===== config.mk =====
export PLATFORM = sky130hd
export DESIGN_NAME = regfile_write_arbiter
export DESIGN_NICKNAME = d
export VERILOG_FILES = /design/src/rtl/regfile_write_arbiter.sv
export SDC_FILE = /design/constraint.sdc
export NUM_CORES = 1
export LEC_CHECK = 0
export CORE_UTILIZATION = 46
export CTS_CLUSTER_DIAMETER = 50
export DETAILED_ROUTE_END_ITERATION = 10
export PLACE_DENSITY = 0.87
export SLEW_MARGIN = 20
export SYNTH_ARGS = -nofsm -noshare
export SYNTH_HDL_FRONTEND = slang
export SYNTH_SLANG_ARGS = --single-unit
export TNS_END_PERCENT = 5

===== constraint.sdc =====
create_clock -name clk -period 6.6 [get_ports clk]
set_clock_uncertainty 0.15 [all_clocks]
set_input_delay 1.65 -clock clk [delete_from_list [all_inputs] [get_ports clk]]
set_output_delay 1.65 -clock clk [all_outputs]
set_load 0.01 [all_outputs]

===== src/rtl/regfile_write_arbiter.sv =====
// Round-robin arbiter that shares the register file write port among NREQ writeback
// sources, with a 32-entry pending-write scoreboard. Optional counters: REGWR_ARB_STATS_EN.
module regfile_write_arbiter #(
  parameter int NREQ = 3,
  parameter int DW   = 32,
  parameter int AW   = 5
) (
  input  logic                 clk,
  input  logic                 rst,
  input  logic [NREQ-1:0]      req_valid,
  output logic [NREQ-1:0]      req_ready,
  input  logic [NREQ*AW-1:0]   req_addr,
  input  logic [NREQ*DW-1:0]   req_data,
  input  logic                 rsv_valid,
  input  logic [AW-1:0]        rsv_addr,
  output logic                 rsv_ready,
  input  logic [AW-1:0]        chk_addr_a,
  input  logic [AW-1:0]        chk_addr_b,
  output logic                 busy_a,
  output logic                 busy_b,
  input  logic                 flush,
  output logic [31:0]          pending_mask,
  output logic                 wr_en,
  output logic [AW-1:0]        wr_addr,
  output logic [DW-1:0]        wr_data
`ifdef REGWR_ARB_STATS_EN
  ,
  output logic [NREQ*16-1:0]   grant_cnt,
  output logic [15:0]          stall_cnt
`endif
);

  localparam int PW = $clog2(NREQ);

  logic [PW-1:0]   rr_ptr;
  logic [PW:0]     start;
  logic [NREQ-1:0] req_rot;
  logic            gnt_vld;
  logic [PW-1:0]   gnt_idx;
  logic [AW-1:0]   gnt_addr;
  logic [DW-1:0]   gnt_data;
  logic [31:0]     pending_q;
  logic [31:0]     pending_nxt;

  // Rotate the request vector so bit 0 is the requester just after the last winner.
  assign start   = {1'b0, rr_ptr} + 1'b1;
  assign req_rot = NREQ'({req_valid, req_valid} >> start);

  // NOTE: every variable gets a default at the top of always_comb so no path infers a latch.
  always_comb begin
    int sum;
    gnt_vld   = 1'b0;
    gnt_idx   = '0;
    req_ready = '0;
    sum       = 0;
    if (!flush) begin
      for (int k = 0; k < NREQ; k++) begin
        if (!gnt_vld && req_rot[k]) begin
          gnt_vld = 1'b1;
          sum     = int'(rr_ptr) + 1 + k;
          if (sum >= NREQ) sum = sum - NREQ;
          gnt_idx = PW'(sum);
        end
      end
    end
    if (gnt_vld) req_ready[gnt_idx] = 1'b1;
  end

  assign gnt_addr = req_addr[int'(gnt_idx)*AW +: AW];
  assign gnt_data = req_data[int'(gnt_idx)*DW +: DW];

  assign rsv_ready    = !pending_q[rsv_addr] && !flush;
  assign busy_a       = (chk_addr_a != '0) && pending_q[chk_addr_a];
  assign busy_b       = (chk_addr_b != '0) && pending_q[chk_addr_b];
  assign pending_mask = pending_q;

  // Clear for the completing write is applied before the set, so a same-cycle reserve wins.
  always_comb begin
    pending_nxt = pending_q;
    if (flush) begin
      pending_nxt = '0;
    end else begin
      if (gnt_vld)                pending_nxt[gnt_addr] = 1'b0;
      if (rsv_valid && rsv_ready) pending_nxt[rsv_addr] = 1'b1;
      pending_nxt[0] = 1'b0;
    end
  end

  // NOTE: sequential state uses non-blocking assignments so all registers update from pre-edge values.
  always_ff @(posedge clk or posedge rst) begin
    if (rst) begin
      rr_ptr    <= PW'(NREQ - 1);
      wr_en     <= 1'b0;
      wr_addr   <= '0;
      wr_data   <= '0;
      pending_q <= '0;
    end else begin
      wr_en     <= gnt_vld && (gnt_addr != '0);
      pending_q <= pending_nxt;
      if (gnt_vld) begin
        rr_ptr  <= gnt_idx;
        wr_addr <= gnt_addr;
        wr_data <= gnt_data;
      end
    end
  end

`ifdef REGWR_ARB_STATS_EN
  always_ff @(posedge clk or posedge rst) begin
    if (rst) begin
      grant_cnt <= '0;
      stall_cnt <= '0;
    end else begin
      for (int i = 0; i < NREQ; i++) begin
        if (req_valid[i] && req_ready[i] && grant_cnt[i*16 +: 16] != 16'hFFFF)
          grant_cnt[i*16 +: 16] <= grant_cnt[i*16 +: 16] + 16'd1;
      end
      if (rsv_valid && !rsv_ready && stall_cnt != 16'hFFFF)
        stall_cnt <= stall_cnt + 16'd1;
    end
  end
`endif

endmodule


==> insert_results.sql, run 1 <==
INSERT INTO impl_metrics (metric_group, metric, value, unit) VALUES
('synth', 'ys_ff_latch', '71', ''),
('synth', 'synthesis.area', '0.00475', 'sq mm'),
('routing', 'met3_wirelength', '1.61', 'mm'),
('finish', 'drive_gt1_share', '12.0', '%'),
('synth', 'syn_inst', '484', ''),
('placement', 'io_buffers', '207', ''),
('floorplanning', 'fp.dieH', '104', 'microns'),
('synth', 'synthDominantAreaCellType', 'sky130_fd_sc_hd__dfrtp_1', ''),
('placement', 'place_congestion', '0.937', ''),
('power', 'seq_power_share', '27.4', '%'),
('routing', 'drtIter0Drc', '443', ''),
('timing', 'final.setup.tns', '0', 'ps'),
('global_routing', 'grt_max_degree', '72', ''),
('timing', 'worst-slew-pin-transition', '969', 'ps'),
('clock_tree', 'ctsHtreeMaxLevel', '3', ''),
('timing', 'timing.fmax', '158', 'MHz'),
('global_routing', 'number_of_antenna_violations_at_the_first_check_in_global_routing', '1', ''),
('setup_path', 'cp_data_arrival_time', '4550', 'ps'),
('clock_tree', 'cts_resized', '0', ''),
('timing', 'finalCritPeriodShare', '96.1', '%'),
('routing', 'met2WireLength', '8.83', 'mm'),
('synth', 'synthDistinctLibCells', '62', ''),
('clock_tree', 'cts_tree', 'yes', ''),
('synth', 'post_synth_top_area_share', '36.9', '%'),
('run', 'maxCapViolations', '0', ''),
('synth', 'synth-async-reset-ratio', '100', '%'),
('global_routing', 'grt_first_pass_wirelength', '27.5', 'mm'),
('setup_path', 'cp.required', '4800', 'ps'),
('setup_path', 'timing.setup.critical_path_class', 'input pin to output pin', ''),
('synth', 'synth_fp_nets', '620', ''),
('finish', 'nets', '813', ''),
('setup_path', 'r2r_cells', '9', ''),
('synth', 'number_of_flops_mapped_to_enable_cells_by_yosys', '0', ''),
('floorplanning', 'die_area', '0.0107', 'sq mm'),
('floorplanning', 'num_io_pins', '209', ''),
('routing', 'met1Wirelength', '6.38', 'mm'),
('timing', 'grt_setup_unrepaired', 'false', ''),
('routing', 'routed.top_layer', 'met4', ''),
('timing', 'slew_hr', '35.2', '%'),
('global_routing', 'groute.usage.overall', '32.7', '%'),
('outcome', 'outcome', 'finished, final reports clean', ''),
('finish', 'area.growth.synth_to_final', '50.6', '%'),
('clock_tree', 'holdBufCountCts', '0', ''),
('timing', 'post-route-min-period', '6350', 'ps'),
('finish', 'design_area', '0.00716', 'sq mm'),
('routing', 'postRouteWirelength', '17.4', 'mm'),
('floorplanning', 'die_w', '104', 'microns'),
('synth', 'synth.yosys.seq_area_share', '37.4', '%'),
('hold_path', 'timing.hold.worst.start', 'wr_data[12]', ''),
('placement', 'dp.cells', '799', ''),
('clock_tree', 'cts-buffers-inserted', '9', ''),
('setup_path', 'timing.critical_path.slowest_cell_delay', '810', 'ps'),
('placement', 'dpl-instance-area', '0.00692', 'sq mm'),
('routing', 'drc', '0', ''),
('floorplanning', 'initial_utilization', '48.0', '%'),
('hold_path', 'hold_path_class', 'flop to flop', ''),
('synth', 'yosys_synthesis_warning_count', '0', ''),
('finish', 'fin_cells', '816', ''),
('routing', 'detailedRoute.firstPassIterationCount', '6', ''),
('timing', 'report.final.hold_viol_count', '0', ''),
('power', 'peakVddDrop', '0.000214', 'V'),
('setup_path', 'worstSetupEndpointType', 'output pin', ''),
('setup_path', 'cp_cell_sequence', 'clkdlybuf4s50_1 > mux4_2 > a22oi_1 > nand2_1 > a2111oi_2 > clkdlybuf4s50_1', ''),
('hold_path', 'hold_end', 'wr_data[12]', ''),
('power', 'power.clock.fraction', '16.7', '%'),
('synth', 'synth.top_cells.by_count', 'sky130_fd_sc_hd__nand2_1 (76), sky130_fd_sc_hd__dfrtp_1 (70), sky130_fd_sc_hd__o21ai_0 (53), sky130_fd_sc_hd__a22oi_1 (30), sky130_fd_sc_hd__clkbuf_1 (27)', ''),
('timing', 'report.final.setup_viol', '0', ''),
('synth', 'synthMostInstantiatedCell', 'sky130_fd_sc_hd__nand2_1', ''),
('global_routing', 'grt_pass1_vias', '5240', ''),
('global_routing', 'grt_overflow', '0', ''),
('setup_path', 'timing.reg2reg.setup_slack', '2230', 'ps');
metal layers:
metal	global-route usage [%]	vias to the layer above
li1	-	2291
met1	36.6	2512
met2	57.6	351
met3	9.82	43
met4	14.1	0
met5	0	-
registers in the layout (all words and copies together) (netlist names):
register,cells
wr_data,32
pending_mask,31
wr_addr,5
rr_ptr,2
wr_en,1
power groups by stage:
stage / combinational [uW] / sequential (uW) / clock, uW
after floorplan: 713 / 696 / 0
after global placement: 1280 / 662 / 0
after detailed placement: 1330 / 664 / 0
after CTS: 1340 / 659 / 403
after global routing: 1450 / 676 / 424
final: 1350 / 662 / 403
cells by family (layout without fill, tap and decap cells):
kind of cell | after synthesis | in the layout | synth area share [%]
AO/OA/AOI/OAI | 175 | 175 | 26.4
flip-flops | 71 | 71 | 37.4
AND/OR/NAND/NOR | 150 | 150 | 15.9
multiplexers | 42 | 42 | 15.7
adder cells (fa/ha/maj) | 3 | 3 | 0.790
other | 1 | 2 | 0.0789
buffers and inverters | 42 | 240 | 3.74
final cells by class:
type	instances	area [sq um]
multi-input combinational	371	2800
fill	743	2750
timing repair buffer	219	2160
sequential	71	1780
tap	133	166
clock buffer	9	124
clock inverter	7	103
inverter	5	18.8
antenna	1	2.50
tightest hold or removal path, cell delays in order (launching register included):
cell	delay [ps]
sky130_fd_sc_hd__dfrtp_1	350
sky130_fd_sc_hd__nand2_1	40
sky130_fd_sc_hd__o21ai_0	60
worst max-delay path by stage:
stage                 startpoint           end  slack [ps]  cells after the start
finish               rsv_addr[0]     rsv_ready         250                      6
floorplan           req_valid[2]  req_ready[1]        1130                      8
CTS                  rsv_addr[0]     rsv_ready         250                      5
global route         rsv_addr[0]     rsv_ready          60                      6
detailed placement   rsv_addr[0]     rsv_ready         260                      5
global placement     rsv_addr[0]     rsv_ready         340                      6
per-stage QoR:
step,power (uW),utilization [%],setup WS (ps),hold WS (ps)
after floorplan,1410,-,1130,365
after global placement,1950,69.9,343,314
after detailed placement,2000,69.9,262,318
after CTS,2400,72.2,252,338
after global routing,2550,72.2,61.9,355
final,2410,72.2,254,336
placed cells by master (no fill, tap or decap), drive strengths merged, types with 4 or more instances in the layout:
cell type	netlist	final
nand4	4	4
nand2	76	76
a21oi	24	24
o311ai	29	29
dfrtp	70	70
inv	5	8
or4	5	5
clkbuf	27	9
or2	4	4
clkdlybuf4s50	0	207
nor2	9	9
buf	10	12
mux4	25	25
a221o	10	10
nor2b	5	5
nor3b	4	4
mux2i	9	9
and3	5	5
a22oi	30	30
nand3	19	19
mux2	8	8
o21ai	62	62
Note: power is estimated with default switching activity, not from simulation.
==> run 2, diff against run 1 <==
--- a/config.mk
+++ b/config.mk
@@ -5,10 +5,13 @@
 export SDC_FILE = /design/constraint.sdc
 export NUM_CORES = 1
 export LEC_CHECK = 0
-export CORE_UTILIZATION = 46
+export CELL_PAD_IN_SITES_DETAIL_PLACEMENT = 1
+export CELL_PAD_IN_SITES_GLOBAL_PLACEMENT = 1
+export CORE_UTILIZATION = 34
 export CTS_CLUSTER_DIAMETER = 50
 export DETAILED_ROUTE_END_ITERATION = 10
-export PLACE_DENSITY = 0.87
+export GPL_TIMING_DRIVEN = 1
+export PLACE_DENSITY_LB_ADDON = 0.1
 export SLEW_MARGIN = 20
 export SYNTH_ARGS = -nofsm -noshare
 export SYNTH_HDL_FRONTEND = slang
==> insert_results.sql, run 2 (synthesis results as in run 1) <==
INSERT INTO impl_metrics (metric_group, metric, value, unit) VALUES
('clock_tree', 'ctsRootBufferMaster', 'sky130_fd_sc_hd__clkbuf_16', ''),
('setup_path', 'path_delay_family', 'buffers and inverters', ''),
('setup_path', 'timing.critical_path.from_type', 'input pin', ''),
('floorplanning', 'floorplan.rows', '42', ''),
('finish', 'largest_register', 'wr_data', ''),
('placement', 'dpl-instance-area', '0.00699', 'sq mm'),
('placement', 'io_buffers', '207', ''),
('hold_path', 'hold_path_class', 'flop to flop', ''),
('setup_path', 'timing.setup.critical_path_class', 'input pin to output pin', ''),
('clock_tree', 'ctsHtreeMaxLevel', '3', ''),
('outcome', 'outcome', 'finished, final reports clean', ''),
('placement', 'place_congestion', '0.845', ''),
('hold_path', 'timing.hold.worst.start', 'wr_data[14]', ''),
('hold_path', 'hold_end', 'wr_data[14]', ''),
('setup_path', 'timing.critical_path.slowest_cell_delay', '690', 'ps'),
('setup_path', 'worst-path-buf-inv', '2', ''),
('clock_tree', 'clock_insertion_delay_worst_skew', '340', 'ps'),
('setup_path', 'path_common_cell', 'sky130_fd_sc_hd__clkdlybuf4s50_1', ''),
('floorplanning', 'die_area', '0.0145', 'sq mm'),
('global_routing', 'grt_max_degree', '57', ''),
('global_routing', 'groute.usage.overall', '26.3', '%'),
('setup_path', 'worstSetupEndpointType', 'output pin', ''),
('clock_tree', 'cts_resized', '0', ''),
('setup_path', 'critical_path.slowest_cell', 'sky130_fd_sc_hd__clkdlybuf4s50_1', ''),
('global_routing', 'met1_usage', '32.9', '%'),
('floorplanning', 'die_w', '120', 'microns'),
('routing', 'drt-wirelength-per-cell', '21.5', 'microns'),
('power', 'cellLeakagePower', '0.00280', 'uW'),
('setup_path', 'cp_cell_sequence', 'clkdlybuf4s50_1 > and4b_1 > o41a_1 > o311ai_4 > nand2_1 > nor2_1 > clkdlybuf4s50_1', ''),
('clock_tree', 'cts_post_setup_buffers_inserted', '0', ''),
('clock_tree', 'worst_setup_hold_path_clk_slew', '60', 'ps'),
('setup_path', 'cp.required', '4800', 'ps'),
('routing', 'drt.antenna.violating_nets', '0', ''),
('finish', 'fillerInstances', '1533', ''),
('timing', 'timing_max_transition_violations_final', '0', ''),
('timing', 'finalCritPeriodShare', '97.1', '%'),
('hold_path', 'hold_path_depth', '2', ''),
('finish', 'antenna-diode-count', '0', ''),
('setup_path', 'critical_path_peak_fanout', '12', ''),
('setup_path', 'rr_startpoint', 'rr_ptr[1]', ''),
('routing', 'via_per_inst', '5.90', ''),
('routing', 'num_vias', '5070', ''),
('clock_tree', 'clock_sink_count', '71', ''),
('timing', 'slew_hr', '30.4', '%'),
('timing', 'grt_setup_unrepaired', 'false', ''),
('routing', 'drtIter0Drc', '268', ''),
('global_routing', 'grt_first_pass_wirelength', '29.1', 'mm'),
('timing', 'post-route-min-period', '6410', 'ps'),
('setup_path', 'timing.reg2reg.setup_slack', '2140', 'ps'),
('floorplanning', 'num_io_pins', '209', ''),
('setup_path', 'rr_endpoint', 'pending_mask[17]', ''),
('clock_tree', 'cts.path.max_buffers', '2', ''),
('timing', 'timing.fmax', '156', 'MHz'),
('global_routing', 'grt.met2_usage', '43.1', '%'),
('placement', 'place_hpwl', '14.1', 'mm'),
('global_routing', 'grt_pass1_vias', '5348', ''),
('routing', 'detailedRoute.firstPassIterationCount', '4', ''),
('finish', 'nets', '815', ''),
('timing', 'worst-slew-pin-transition', '1040', 'ps'),
('setup_path', 'r2r_cells', '11', ''),
('finish', 'max_reg_flops', '32', ''),
('global_routing', 'busiest_layer', 'met2', ''),
('global_routing', 'grt.met3_usage', '8.07', '%'),
('timing', 'setup_slack', '189', 'ps'),
('finish', 'drive_gt1_share', '12.1', '%'),
('finish', 'layout_commonest_cell', 'sky130_fd_sc_hd__clkdlybuf4s50_1', ''),
('clock_tree', 'cts-buffers-inserted', '9', ''),
('clock_tree', 'holdBufCountCts', '0', ''),
('global_routing', 'grt_overflow', '0', ''),
('timing', 'final.setup.tns', '0', 'ps'),
('global_routing', 'number_of_antenna_violations_at_the_first_check_in_global_routing', '0', ''),
('run', 'maxCapViolations', '0', ''),
('finish', 'design_area', '0.00730', 'sq mm'),
('power', 'peakVddDrop', '0.000229', 'V'),
('floorplanning', 'fp.dieH', '120', 'microns'),
('floorplanning', 'design.core.area', '0.0135', 'sq mm'),
('power', 'power-per-cell-area', '346', 'mW/mm^2'),
('routing', 'postRouteWirelength', '18.5', 'mm'),
('routing', 'drc', '0', ''),
('finish', 'area.growth.synth_to_final', '53.6', '%'),
('timing', 'report.final.hold_viol_count', '0', ''),
('clock_tree', 'cts_tree', 'yes', ''),
('setup_path', 'cp_data_arrival_time', '4610', 'ps'),
('floorplanning', 'initial_utilization', '35.3', '%'),
('placement', 'placement.setup.worst_slack', '194', 'ps'),
('timing', 'report.final.setup_viol', '0', ''),
('finish', 'final_cell_mix', 'sky130_fd_sc_hd__clkdlybuf4s50_1 (207), sky130_fd_sc_hd__nand2_1 (75), sky130_fd_sc_hd__dfrtp_1 (70)', '');
==> run 2: through the flow <==
step / std cells / hold slack, ps / power (uW) / util [%]
finish: 860 / 323 / 2530 / 54.3
global route: 860 / 368 / 2680 / 54.3
CTS: 860 / 333 / 2540 / 54.3
detailed placement: 844 / 320 / 2020 / 52.0
global placement: 844 / 314 / 1990 / 52.0
floorplan: 484 / 365 / 1410 / -
==> run 2: final cells by class <==
| cell class | count | area [sq um] | area share (%) |
|---|---|---|---|
| tap | 176 | 220 | 3.02 |
| clock inverter | 7 | 81.3 | 1.11 |
| timing repair buffer | 221 | 2180 | 29.8 |
| sequential | 71 | 1780 | 24.4 |
| inverter | 5 | 18.8 | 0.257 |
| clock buffer | 9 | 225 | 3.09 |
| multi-input combinational | 371 | 2800 | 38.3 |
==> run 2: where the power goes <==
group          switching (uW)  internal [uW]  total, uW
combinational             767            599       1370
sequential               91.5            564        656
clock                     207            297        505
==> run 2: worst max-delay path by stage <==
stage	start	endpoint	slack, ps	cells after the start
3_5_place_dp	req_valid[1]	req_ready[0]	190	7
4_1_cts	req_valid[1]	req_ready[0]	170	7
3_3_place_gp	req_valid[1]	req_ready[0]	280	7
5_1_grt	req_valid[1]	req_ready[0]	50	7
6_report	req_valid[1]	req_ready[0]	190	7
2_1_floorplan	req_valid[2]	req_ready[1]	1130	8
==> run 2: worst min-delay path: cells and delay by family, from the launching register on <==
kind,cells,cell delay (ps)
AOI/OAI and AO/OA,1,60
and+or+nand+nor,1,40
DFF,1,340
==> run 2: per-layer routing <==
layer / vias up / wire (microns)
met1: 2521 / 7600
met3: 32 / 1580
li1: 2294 / -
met4: 0 / 396
met2: 223 / 8930
met5: - / 0
==> run 3, diff against run 2 <==
--- a/config.mk
+++ b/config.mk
@@ -7,7 +7,7 @@
 export LEC_CHECK = 0
 export CELL_PAD_IN_SITES_DETAIL_PLACEMENT = 1
 export CELL_PAD_IN_SITES_GLOBAL_PLACEMENT = 1
-export CORE_UTILIZATION = 34
+export CORE_UTILIZATION = 28
 export CTS_CLUSTER_DIAMETER = 50
 export DETAILED_ROUTE_END_ITERATION = 10
 export GPL_TIMING_DRIVEN = 1
==> constraint.sdc (replaced) <==
create_clock -name clk -period 5.8 [get_ports clk]
set_clock_uncertainty 0.15 [all_clocks]
set_input_delay 1.45 -clock clk [delete_from_list [all_inputs] [get_ports clk]]
set_output_delay 1.45 -clock clk [all_outputs]
set_load 0.01 [all_outputs]
==> insert_results.sql, run 3 (synthesis results as in run 1) <==
INSERT INTO impl_metrics (metric_group, metric, value, unit) VALUES
('finish', 'layout_commonest_cell', 'sky130_fd_sc_hd__clkdlybuf4s50_1', ''),
('placement', 'io_buffers', '207', ''),
('clock_tree', 'clock_insertion_delay_worst_skew', '340', 'ps'),
('setup_path', 'cp_cell_sequence', 'clkdlybuf4s50_1 > buf_4 > or3b_1 > a32oi_2 > a211oi_2 > o32ai_4 > and2_4 > clkdlybuf4s50_1', ''),
('floorplanning', 'initial_utilization', '28.7', '%'),
('timing', 'post-route-min-period', '5740', 'ps'),
('global_routing', 'number_of_antenna_violations_at_the_first_check_in_global_routing', '0', ''),
('routing', 'via_per_inst', '5.46', ''),
('global_routing', 'grt_pass1_vias', '5379', ''),
('timing', 'timing_max_transition_violations_final', '0', ''),
('setup_path', 'timing.critical_path.slowest_cell_delay', '550', 'ps'),
('finish', 'nets', '833', ''),
('global_routing', 'grt_overflow', '0', ''),
('power', 'peakVddDrop', '0.000184', 'V'),
('finish', 'fin_cells', '922', ''),
('floorplanning', 'die_w', '132', 'microns'),
('clock_tree', 'worst_setup_hold_path_clk_slew', '60', 'ps'),
('clock_tree', 'clock_sink_count', '71', ''),
('setup_path', 'critical_path.slowest_cell', 'sky130_fd_sc_hd__clkdlybuf4s50_1', ''),
('setup_path', 'timing.critical_path.from_type', 'input pin', ''),
('clock_tree', 'ctsHtreeMaxLevel', '3', ''),
('floorplanning', 'num_io_pins', '209', ''),
('timing', 'worst-slew-pin-transition', '849', 'ps'),
('placement', 'place_hpwl', '14.8', 'mm'),
('clock_tree', 'cts.path.max_buffers', '2', ''),
('setup_path', 'cp_data_arrival_time', '4140', 'ps'),
('timing', 'finalCritPeriodShare', '98.9', '%'),
('setup_path', 'rr_startpoint', 'rr_ptr[1]', ''),
('routing', 'num_vias', '5036', ''),
('hold_path', 'hold_end', 'wr_data[11]', ''),
('hold_path', 'hold_path_depth', '2', ''),
('setup_path', 'cp.required', '4200', 'ps'),
('routing', 'postRouteWirelength', '19.2', 'mm'),
('clock_tree', 'holdBufCountCts', '0', ''),
('timing', 'timing.fmax', '174', 'MHz'),
('finish', 'area.growth.synth_to_final', '58.9', '%'),
('setup_path', 'critical_path_peak_fanout', '8', ''),
('clock_tree', 'cts_tree', 'yes', ''),
('clock_tree', 'cts_post_setup_buffers_inserted', '0', ''),
('finish', 'largest_register', 'wr_data', ''),
('global_routing', 'grt_first_pass_wirelength', '30.2', 'mm'),
('routing', 'drtIter0Drc', '176', ''),
('routing', 'drc', '0', ''),
('global_routing', 'grt_max_degree', '52', ''),
('placement', 'placement.setup.worst_slack', '-41.4', 'ps'),
('routing', 'drt-wirelength-per-cell', '20.9', 'microns'),
('finish', 'antenna-diode-count', '0', ''),
('timing', 'setup_slack', '61.8', 'ps'),
('placement', 'dp.cells', '906', ''),
('hold_path', 'timing.hold.worst.start', 'wr_data[11]', ''),
('setup_path', 'path_common_cell', 'sky130_fd_sc_hd__clkdlybuf4s50_1', ''),
('routing', 'detailedRoute.firstPassIterationCount', '4', ''),
('global_routing', 'groute.usage.overall', '22.4', '%'),
('clock_tree', 'cts-buffers-inserted', '9', ''),
('routing', 'drt.antenna.violating_nets', '0', ''),
('timing', 'report.final.hold_viol_count', '0', ''),
('power', 'cellLeakagePower', '0.00295', 'uW'),
('clock_tree', 'ctsRootBufferMaster', 'sky130_fd_sc_hd__clkbuf_16', ''),
('placement', 'place_congestion', '0.901', ''),
('setup_path', 'rr_endpoint', 'pending_mask[25]', ''),
('placement', 'dpl-instance-area', '0.00720', 'sq mm'),
('setup_path', 'r2r_cells', '9', ''),
('setup_path', 'timing.reg2reg.setup_slack', '1650', 'ps'),
('timing', 'report.final.setup_viol', '0', ''),
('finish', 'drive_gt1_share', '15.1', '%'),
('power', 'power-per-cell-area', '396', 'mW/mm^2'),
('floorplanning', 'die_area', '0.0175', 'sq mm'),
('setup_path', 'timing.setup.critical_path_class', 'input pin to output pin', ''),
('outcome', 'outcome', 'finished, final reports clean', ''),
('timing', 'grt_setup_unrepaired', 'true', ''),
('finish', 'final_cell_mix', 'sky130_fd_sc_hd__clkdlybuf4s50_1 (204), sky130_fd_sc_hd__nand2_1 (75), sky130_fd_sc_hd__dfrtp_1 (70)', ''),
('floorplanning', 'fp.dieH', '132', 'microns'),
('floorplanning', 'design.core.area', '0.0166', 'sq mm'),
('timing', 'slew_hr', '43.4', '%'),
('hold_path', 'hold_path_class', 'flop to flop', ''),
('floorplanning', 'floorplan.rows', '47', ''),
('finish', 'design_area', '0.00755', 'sq mm'),
('finish', 'max_reg_flops', '32', ''),
('run', 'maxCapViolations', '0', ''),
('setup_path', 'worstSetupEndpointType', 'output pin', '');
==> run 3: layout make-up <==
class	count	area, sq um
inverter	5	18.8
clock buffer	9	225
fill	1847	9030
sequential	71	1780
timing repair buffer	239	2330
multi-input combinational	371	2820
tap	220	275
clock inverter	7	103
==> run 3: what timing repair did <==
item / 4_1_cts / 5_1_grt
pin swaps: 1 / 1
gates cloned: 0 / 0
endpoints found under the setup margin: 2 / 3
resized for setup: 1 / 7
==> run 3: stage by stage <==
step	util (%)	hold WS [ps]	power [uW]	TNS [ps]
after global placement	43.4	314	2340	0
final	45.5	334	2990	0
after floorplan	-	365	1600	0
after detailed placement	43.4	324	2380	-41.4
after global routing	45.5	361	3190	-35.9
after CTS	45.4	339	3020	0
==> run 3: critical path, delay by kind of cell <==
| family | cells | cell delay, ps |
|---|---|---|
| buffers and inverters | 3 | 1230 |
| AOI/OAI and AO/OA | 3 | 850 |
| and+or+nand+nor | 2 | 600 |
==> run 3: worst max-delay path by stage <==
stage                            start            to  slack [ps]
final                     req_valid[2]  req_ready[2]          60
after global routing      req_valid[1]  req_ready[2]         -40
after CTS                 req_valid[1]  req_ready[0]          20
after detailed placement  req_valid[1]  req_ready[1]         -40
after global placement    req_valid[1]  req_ready[1]          30
after floorplan           req_valid[2]  req_ready[1]         730
==> run 3: power breakdown <==
group          total, uW  internal [uW]  switching (uW)
sequential           748            642             106
combinational       1620            733             890
clock                620            383             237
==> run 3: metal layers <==
| layer | global-route usage (%) | share of wire (%) |
|---|---|---|
| met1 | 27.2 | 42 |
| met2 | 38.4 | 49 |
| met3 | 6.23 | 7.0 |
| met4 | 6.70 | 1.3 |
| met5 | 0 | 0 |
